**src/rtl/clk_div_monitor_if.sv**
```systemverilog
// rtl/clk_div_monitor_if.sv - control and status bundle for the divided-clock monitor
interface clk_div_monitor_if #(
    parameter int CNT_W = 8
);
    logic             en;
    logic             div_in;
    logic             rise_pulse;
    logic             fall_pulse;
    logic [CNT_W-1:0] half_period;
    logic             period_valid;
    logic             locked;
    logic             err;
    logic             stuck;
    logic [7:0]       err_count;

    modport master (
        output en, div_in,
        input  rise_pulse, fall_pulse, half_period, period_valid,
               locked, err, stuck, err_count
    );

    modport slave (
        input  en, div_in,
        output rise_pulse, fall_pulse, half_period, period_valid,
               locked, err, stuck, err_count
    );
endinterface

```
**src/rtl/clk_div_monitor.sv**
```systemverilog
// rtl/clk_div_monitor.sv - measures div_in edge spacing in clk cycles and tracks lock
module clk_div_monitor #(
    parameter int CNT_W      = 8,
    parameter int EXP_HALF   = 4,
    parameter int TOL        = 0,
    parameter int LOCK_COUNT = 4,
    parameter int TIMEOUT    = 16
) (
    input  logic              clk,
    input  logic              rst,
    clk_div_monitor_if.slave  mon
);
    typedef enum logic [1:0] {SEARCH, MEASURE, LOCKED} state_t;

    localparam logic [CNT_W-1:0] CNT_MAX   = '1;
    localparam logic [CNT_W-1:0] CNT_ONE   = CNT_W'(1);
    localparam logic [CNT_W-1:0] TO_LAST   = CNT_W'(TIMEOUT - 1);
    localparam logic [CNT_W:0]   EXP_X     = (CNT_W+1)'(EXP_HALF);
    localparam logic [CNT_W:0]   TOL_X     = (CNT_W+1)'(TOL);
    localparam logic [3:0]       LOCK_LAST = 4'(LOCK_COUNT - 1);

    state_t           state_q, state_d;
    logic             div_q;
    logic [CNT_W-1:0] run_cnt_q, run_cnt_d;
    logic [3:0]       match_cnt_q, match_cnt_d;
    logic [CNT_W-1:0] half_period_q, half_period_d;
    logic             period_valid_q, period_valid_d;
    logic             locked_q, locked_d;
    logic             err_q, err_d;
    logic             stuck_q, stuck_d;
    logic [7:0]       err_count_q, err_count_d;
    logic             rise_q, rise_d;
    logic             fall_q, fall_d;

    logic             edge_w;
    logic [CNT_W-1:0] measured;
    logic [CNT_W:0]   meas_x;
    logic [CNT_W:0]   diff_x;
    logic             in_tol;

    assign edge_w   = mon.div_in ^ div_q;
    assign measured = (run_cnt_q == CNT_MAX) ? CNT_MAX : run_cnt_q + CNT_ONE;
    // One extra bit keeps the absolute difference from wrapping.
    assign meas_x   = {1'b0, measured};
    assign diff_x   = (meas_x >= EXP_X) ? (meas_x - EXP_X) : (EXP_X - meas_x);
    assign in_tol   = (diff_x <= TOL_X);

    always_comb begin
        state_d        = state_q;
        run_cnt_d      = run_cnt_q;
        match_cnt_d    = match_cnt_q;
        half_period_d  = half_period_q;
        period_valid_d = 1'b0;
        err_d          = 1'b0;
        stuck_d        = stuck_q;
        err_count_d    = err_count_q;
        rise_d         = 1'b0;
        fall_d         = 1'b0;

        if (!mon.en) begin
            state_d     = SEARCH;
            run_cnt_d   = '0;
            match_cnt_d = '0;
            stuck_d     = 1'b0;
        end else begin
            rise_d    = edge_w & mon.div_in;
            fall_d    = edge_w & ~mon.div_in;
            run_cnt_d = edge_w ? '0 : ((run_cnt_q == CNT_MAX) ? run_cnt_q : run_cnt_q + CNT_ONE);

            case (state_q)
                SEARCH: begin
                    if (edge_w) begin
                        state_d     = MEASURE;
                        stuck_d     = 1'b0;
                        match_cnt_d = '0;
                    end
                end
                MEASURE, LOCKED: begin
                    // An edge coinciding with the timeout count wins over the timeout.
                    if (edge_w) begin
                        half_period_d  = measured;
                        period_valid_d = 1'b1;
                        if (in_tol) begin
                            if (state_q == MEASURE) begin
                                if (match_cnt_q == LOCK_LAST) begin
                                    state_d     = LOCKED;
                                    match_cnt_d = match_cnt_q + 4'd1;
                                end else begin
                                    match_cnt_d = match_cnt_q + 4'd1;
                                end
                            end
                        end else begin
                            state_d     = MEASURE;
                            match_cnt_d = '0;
                            err_d       = 1'b1;
                        end
                    end else if (run_cnt_q == TO_LAST) begin
                        state_d     = SEARCH;
                        match_cnt_d = '0;
                        stuck_d     = 1'b1;
                        err_d       = 1'b1;
                    end
                end
                default: state_d = SEARCH;
            endcase
        end

        locked_d = (state_d == LOCKED);
        if (err_d && (err_count_q != 8'hFF)) begin
            err_count_d = err_count_q + 8'd1;
        end
    end

    always_ff @(posedge clk) begin
        if (rst) begin
            state_q        <= SEARCH;
            div_q          <= 1'b0;
            run_cnt_q      <= '0;
            match_cnt_q    <= '0;
            half_period_q  <= '0;
            period_valid_q <= 1'b0;
            locked_q       <= 1'b0;
            err_q          <= 1'b0;
            stuck_q        <= 1'b0;
            err_count_q    <= '0;
            rise_q         <= 1'b0;
            fall_q         <= 1'b0;
        end else begin
            state_q        <= state_d;
            div_q          <= mon.div_in;
            run_cnt_q      <= run_cnt_d;
            match_cnt_q    <= match_cnt_d;
            half_period_q  <= half_period_d;
            period_valid_q <= period_valid_d;
            locked_q       <= locked_d;
            err_q          <= err_d;
            stuck_q        <= stuck_d;
            err_count_q    <= err_count_d;
            rise_q         <= rise_d;
            fall_q         <= fall_d;
        end
    end

    assign mon.rise_pulse   = rise_q;
    assign mon.fall_pulse   = fall_q;
    assign mon.half_period  = half_period_q;
    assign mon.period_valid = period_valid_q;
    assign mon.locked       = locked_q;
    assign mon.err          = err_q;
    assign mon.stuck        = stuck_q;
    assign mon.err_count    = err_count_q;
endmodule

```
**src/flat_wrapper.sv**
```systemverilog
// flat-port wrapper written by rule: the top's interface ports become plain ports
module clk_div_monitor_flat 
#(
    parameter int CNT_W      = 8,
    parameter int EXP_HALF   = 4,
    parameter int TOL        = 0,
    parameter int LOCK_COUNT = 4,
    parameter int TIMEOUT    = 16
)
  (clk, rst, mon_en, mon_div_in, mon_rise_pulse, mon_fall_pulse, mon_half_period, mon_period_valid, mon_locked, mon_err, mon_stuck, mon_err_count);
  clk_div_monitor_if #(.CNT_W(CNT_W)) mon_i ();
  input  logic clk;
  input  logic rst;
  input wire logic [$bits(mon_i.en)-1:0] mon_en;
  input wire logic [$bits(mon_i.div_in)-1:0] mon_div_in;
  output wire logic [$bits(mon_i.rise_pulse)-1:0] mon_rise_pulse;
  output wire logic [$bits(mon_i.fall_pulse)-1:0] mon_fall_pulse;
  output wire logic [$bits(mon_i.half_period)-1:0] mon_half_period;
  output wire logic [$bits(mon_i.period_valid)-1:0] mon_period_valid;
  output wire logic [$bits(mon_i.locked)-1:0] mon_locked;
  output wire logic [$bits(mon_i.err)-1:0] mon_err;
  output wire logic [$bits(mon_i.stuck)-1:0] mon_stuck;
  output wire logic [$bits(mon_i.err_count)-1:0] mon_err_count;
  assign mon_i.en = mon_en;
  assign mon_i.div_in = mon_div_in;
  assign mon_rise_pulse = mon_i.rise_pulse;
  assign mon_fall_pulse = mon_i.fall_pulse;
  assign mon_half_period = mon_i.half_period;
  assign mon_period_valid = mon_i.period_valid;
  assign mon_locked = mon_i.locked;
  assign mon_err = mon_i.err;
  assign mon_stuck = mon_i.stuck;
  assign mon_err_count = mon_i.err_count;
  clk_div_monitor #(.CNT_W(CNT_W), .EXP_HALF(EXP_HALF), .TOL(TOL), .LOCK_COUNT(LOCK_COUNT), .TIMEOUT(TIMEOUT)) u_core (.clk(clk), .rst(rst), .mon(mon_i));
endmodule
```
**config.mk**
```make
export PLATFORM = sky130hd
export DESIGN_NAME = clk_div_monitor_flat
export DESIGN_NICKNAME = d
export VERILOG_FILES = /design/src/rtl/clk_div_monitor_if.sv /design/src/rtl/clk_div_monitor.sv /design/src/flat_wrapper.sv
export SDC_FILE = /design/constraint.sdc
export NUM_CORES = 1
export LEC_CHECK = 0
export ABC_AREA = 1
export BUFFER_PORTS_ARGS = -buffer_cell sky130_fd_sc_hd__clkbuf_2
export CORE_UTILIZATION = 40
export CTS_BUF_LIST = sky130_fd_sc_hd__clkbuf_8
export CTS_CLUSTER_DIAMETER = 150
export CTS_CLUSTER_SIZE = 25
export DETAILED_ROUTE_END_ITERATION = 16
export PLACE_DENSITY = 0.64
export SYNTH_ARGS = -nofsm -noshare
export SYNTH_HDL_FRONTEND = slang
export SYNTH_SLANG_ARGS = --single-unit
```
**constraint.sdc**
```tcl
create_clock -name clk -period 5.6 [get_ports clk]
set_clock_uncertainty 0.05 [all_clocks]
set_input_delay 1.4 -clock clk [delete_from_list [all_inputs] [get_ports clk]]
set_output_delay 1.4 -clock clk [all_outputs]
set_load 0.1 [all_outputs]
```
==> results by group <==
Clock tree
  – CTS max path bufs: 2
  – Cts hold-fix bufs: 0
  – Post-CTS sizing: 0
  – Post-CTS Setup Inserts: 0
  – Clk_lat worst skew: approximately 0.30 ns
  – Clock root cell: clkbuf_8
  – CTS clk-pin slew, worst paths: around 0.080 ns
  – Clock sinks: 37
  – CTS tree: built
  – Total CTS buffers: 5
  – H-tree levels: 2

Drt
  – Wire per inst: about 11 um
  – DRT Wirelength: 3990 um
  – Via count: approximately 1700
  – Initial DRC count: 85
  – Initial DRT Pass Iterations: 4
  – Residual DRC: 0
  – DRT antenna net count: 0
  – Vias/cell: about 4.7

STA
  – Fmax: 341.4 MHz
  – Final Hold Fails: 0
  – Unrepaired setup endpoints after global routing: no
  – Setup TNS: 0 ns
  – Final count of pins violating max slew: 0
  – Fin crit share: 52.31%
  – Relative slew slack: a little over a third
  – Min cycle time layout: about 2.9 ns
  – Actual slew at the worst max-slew pin: about 0.97 ns
  – Final setup viols: 0

Logic synthesis
  – Seq cells post-synth: 37
  – Synthesized area: between 2000 and 2500 um^2
  – Post-synth EDFFs: 0
  – Seq/Total Area, Yosys: between 30% and 40%
  – Post-synthesis instance total: ~270
  – Mapped Nets: approximately 280
  – Avg Inst Size Synth: approximately 7.5 um^2
  – Async S/R FF share, synth: 0%
  – Synth Warn #: 0
  – Synth cell types: 27
  – Ys flop type: dfxtp_1

Setup path
  – WP data required: 5.74 ns
  – Critical path type: input pin to flip-flop
  – Worst path top cell family by delay: simple AND/OR/NAND/NOR gates
  – Critical Path Source Type: input pin
  – Crit path buf inv count: 3
  – Critical Path Max Stage Delay: around 0.35 ns
  – Setup crit end kind: flip-flop
  – Cells along the critical path: clkbuf_2 -> inv_1 -> ha_1 -> inv_1 -> nand3_1 -> nor2_1 -> nand3_2 -> nor2_4 -> nand4_2 -> nand2_2 -> nand2_1 -> o21ai_1 -> nor2_1
  – Maximum fanout along the worst path: 6
  – CP max-delay cell: ha_1
  – Critical Path AT: between 3 and 4 ns

Cells and area
  – Reg area: 740.7 um^2
  – Fraction of layout cells with a size suffix above 1: between 20% and 30%
  – Multi-input gate area in the final layout: 1081 um^2
  – Synth-to-Final Area Change: 14.69%
  – Fin nets: approximately 310
  – Fill cells: 471
  – # diodes: 0

GRT
  – Tot GR Track Use: around 17%
  – Initial antenna violation count: 0
  – Vias in the first global route: 1620
  – First-pass GRT wire length: ~7000 um
  – GRT overflow: 0
  – Largest net degree at the start of global routing: 17

Placement
  – Post-DP HPWL: between 3000 and 4000 um
  – Port buffer count: 25
  – Routability cong.: roughly 0.86

Outcome
  – Status: completed

Floorplanning
  – DIE WIDTH: 72.88 um
  – Starting density of the core: 41.99%
  – IO Count: 26
  – Die Footprint: about 5300 um^2
  – Core area: 4786 um^2
  – Row cnt: 25
  – Die height: about 73 um

Power and ir drop
  – Pwr/cell area: 231.0 nW/um^2
  – Total power draw: roughly 530 uW
  – Static leakage: 1.101 nW
  – Maximum vdd ir drop: about 0.12 mV

Run
  – Max Cap Viol: 0

Worst hold path
  – Hold Path Class: flip-flop to flip-flop
[worst paths after layout]
path	from	endpoint	slack, ns	cells past startpoint
max	mon_div_in	u_core.match_cnt_q[1]	2.67	13
max reg2reg	u_core.run_cnt_q[0]	u_core.match_cnt_q[1]	2.91	16
min reg2reg	u_core.mon.half_period[4]	u_core.mon.half_period[4]	0.45	2
min	u_core.mon.half_period[4]	u_core.mon.half_period[4]	0.45	2
[cell families after synthesis]
family,share of synthesized area [%]
DFF,36.86
buffers and inverters,9.340
and+or+nand+nor,34.00
xor gates and xnor gates,3.487
adders and majority gates,6.849
AOI/OAI and AO/OA,9.464
[cells in the final DEF, fill, tap and decap left out, types with 5 or more instances in the layout]
cell      instances
a21oi_2           6
nand2_2          10
o211ai_1          7
clkbuf_8          5
xnor2_1           6
ha_1             11
nand4_1          12
nand2_1          43
nor2_1           41
nand3_1          12
nor3_1            6
o21ai_0           5
dfxtp_1          37
inv_1            47
clkbuf_2         25
[metrics by stage]
stage / hold slack [ns] / instance area, um^2 / instances / util [%] / worst slack [ns]
2_1_floorplan: 0.4529 / 2009 / 269 / - / 2.656
3_3_place_gp: 0.4333 / 2211 / 359 / 46.20 / 2.442
3_5_place_dp: 0.4354 / 2211 / 359 / 46.20 / 2.381
4_1_cts: 0.4625 / 2305 / 367 / 48.16 / 2.675
5_1_grt: 0.4810 / 2305 / 367 / 48.16 / 2.459
6_report: 0.4545 / 2305 / 367 / 48.16 / 2.671
[worst register-to-register path, delay by kind of cell (launching register included)]
family                     cells  cell delay (ns)
AOI/OAI and AO/OA              1             0.07
adders and majority gates      2             0.58
buffers and inverters          1             0.11
DFF                            1             0.39
and+or+nand+nor               12             1.40
[power by group]
part,switching [mW],total (mW),leakage (nW),internal (mW)
Clock,0.109,0.199,0.0452,0.0907
Sequential,0.00369,0.272,0.299,0.268
Combinational,0.0479,0.0611,0.757,0.0132
Total,0.160,0.532,1.10,0.372
[registers in the layout (all words and copies together) (netlist names)]
register and flops:
u_core.div_q 1, u_core.match_cnt_q 4, u_core.mon.err 1, u_core.mon.err_count 8, u_core.mon.fall_pulse 1, u_core.mon.half_period 8
u_core.mon.locked 1, u_core.mon.period_valid 1, u_core.mon.rise_pulse 1, u_core.mon.stuck 1, u_core.run_cnt_q 8, u_core.state_q 2
[layer usage]
layer | global-route usage (%) | up-vias | wire length [um]
li1 | - | 919 | -
met1 | 23.36 | 782 | 2031
met2 | 25.34 | 33 | 1705
met3 | 4.144 | 9 | 180
met4 | 8.279 | 0 | 72
met5 | 0 | - | 0
[synthesized netlist by cell type (3+ instances only)]
cell type,n,share of area (%)
o211ai_1,7,2.6
nand2_1,43,8.0
dfxtp_1,37,37
inv_1,47,8.8
nand3_1,12,3.0
ha_1,11,6.8
nor3_1,6,1.5
nand2_2,10,3.1
nor2_4,3,1.7
o21ai_1,3,0.75
nand3_2,4,2.0
nand4_1,12,3.7
a21oi_2,6,2.6
xnor2_1,6,2.6
o21ai_0,5,1.2
nor2_1,41,7.7
[final cells by class]
type                       count  share of cell area (%)
timing repair buffer          25                   5.429
clock inverter                 3                   1.086
inverter                      48                   7.818
multi-input combinational    182                   46.91
clock buffer                   5                   2.986
sequential                    37                   32.14
tap                           67                   3.637
No activity file was read; power rests on OpenSTA's default activity.
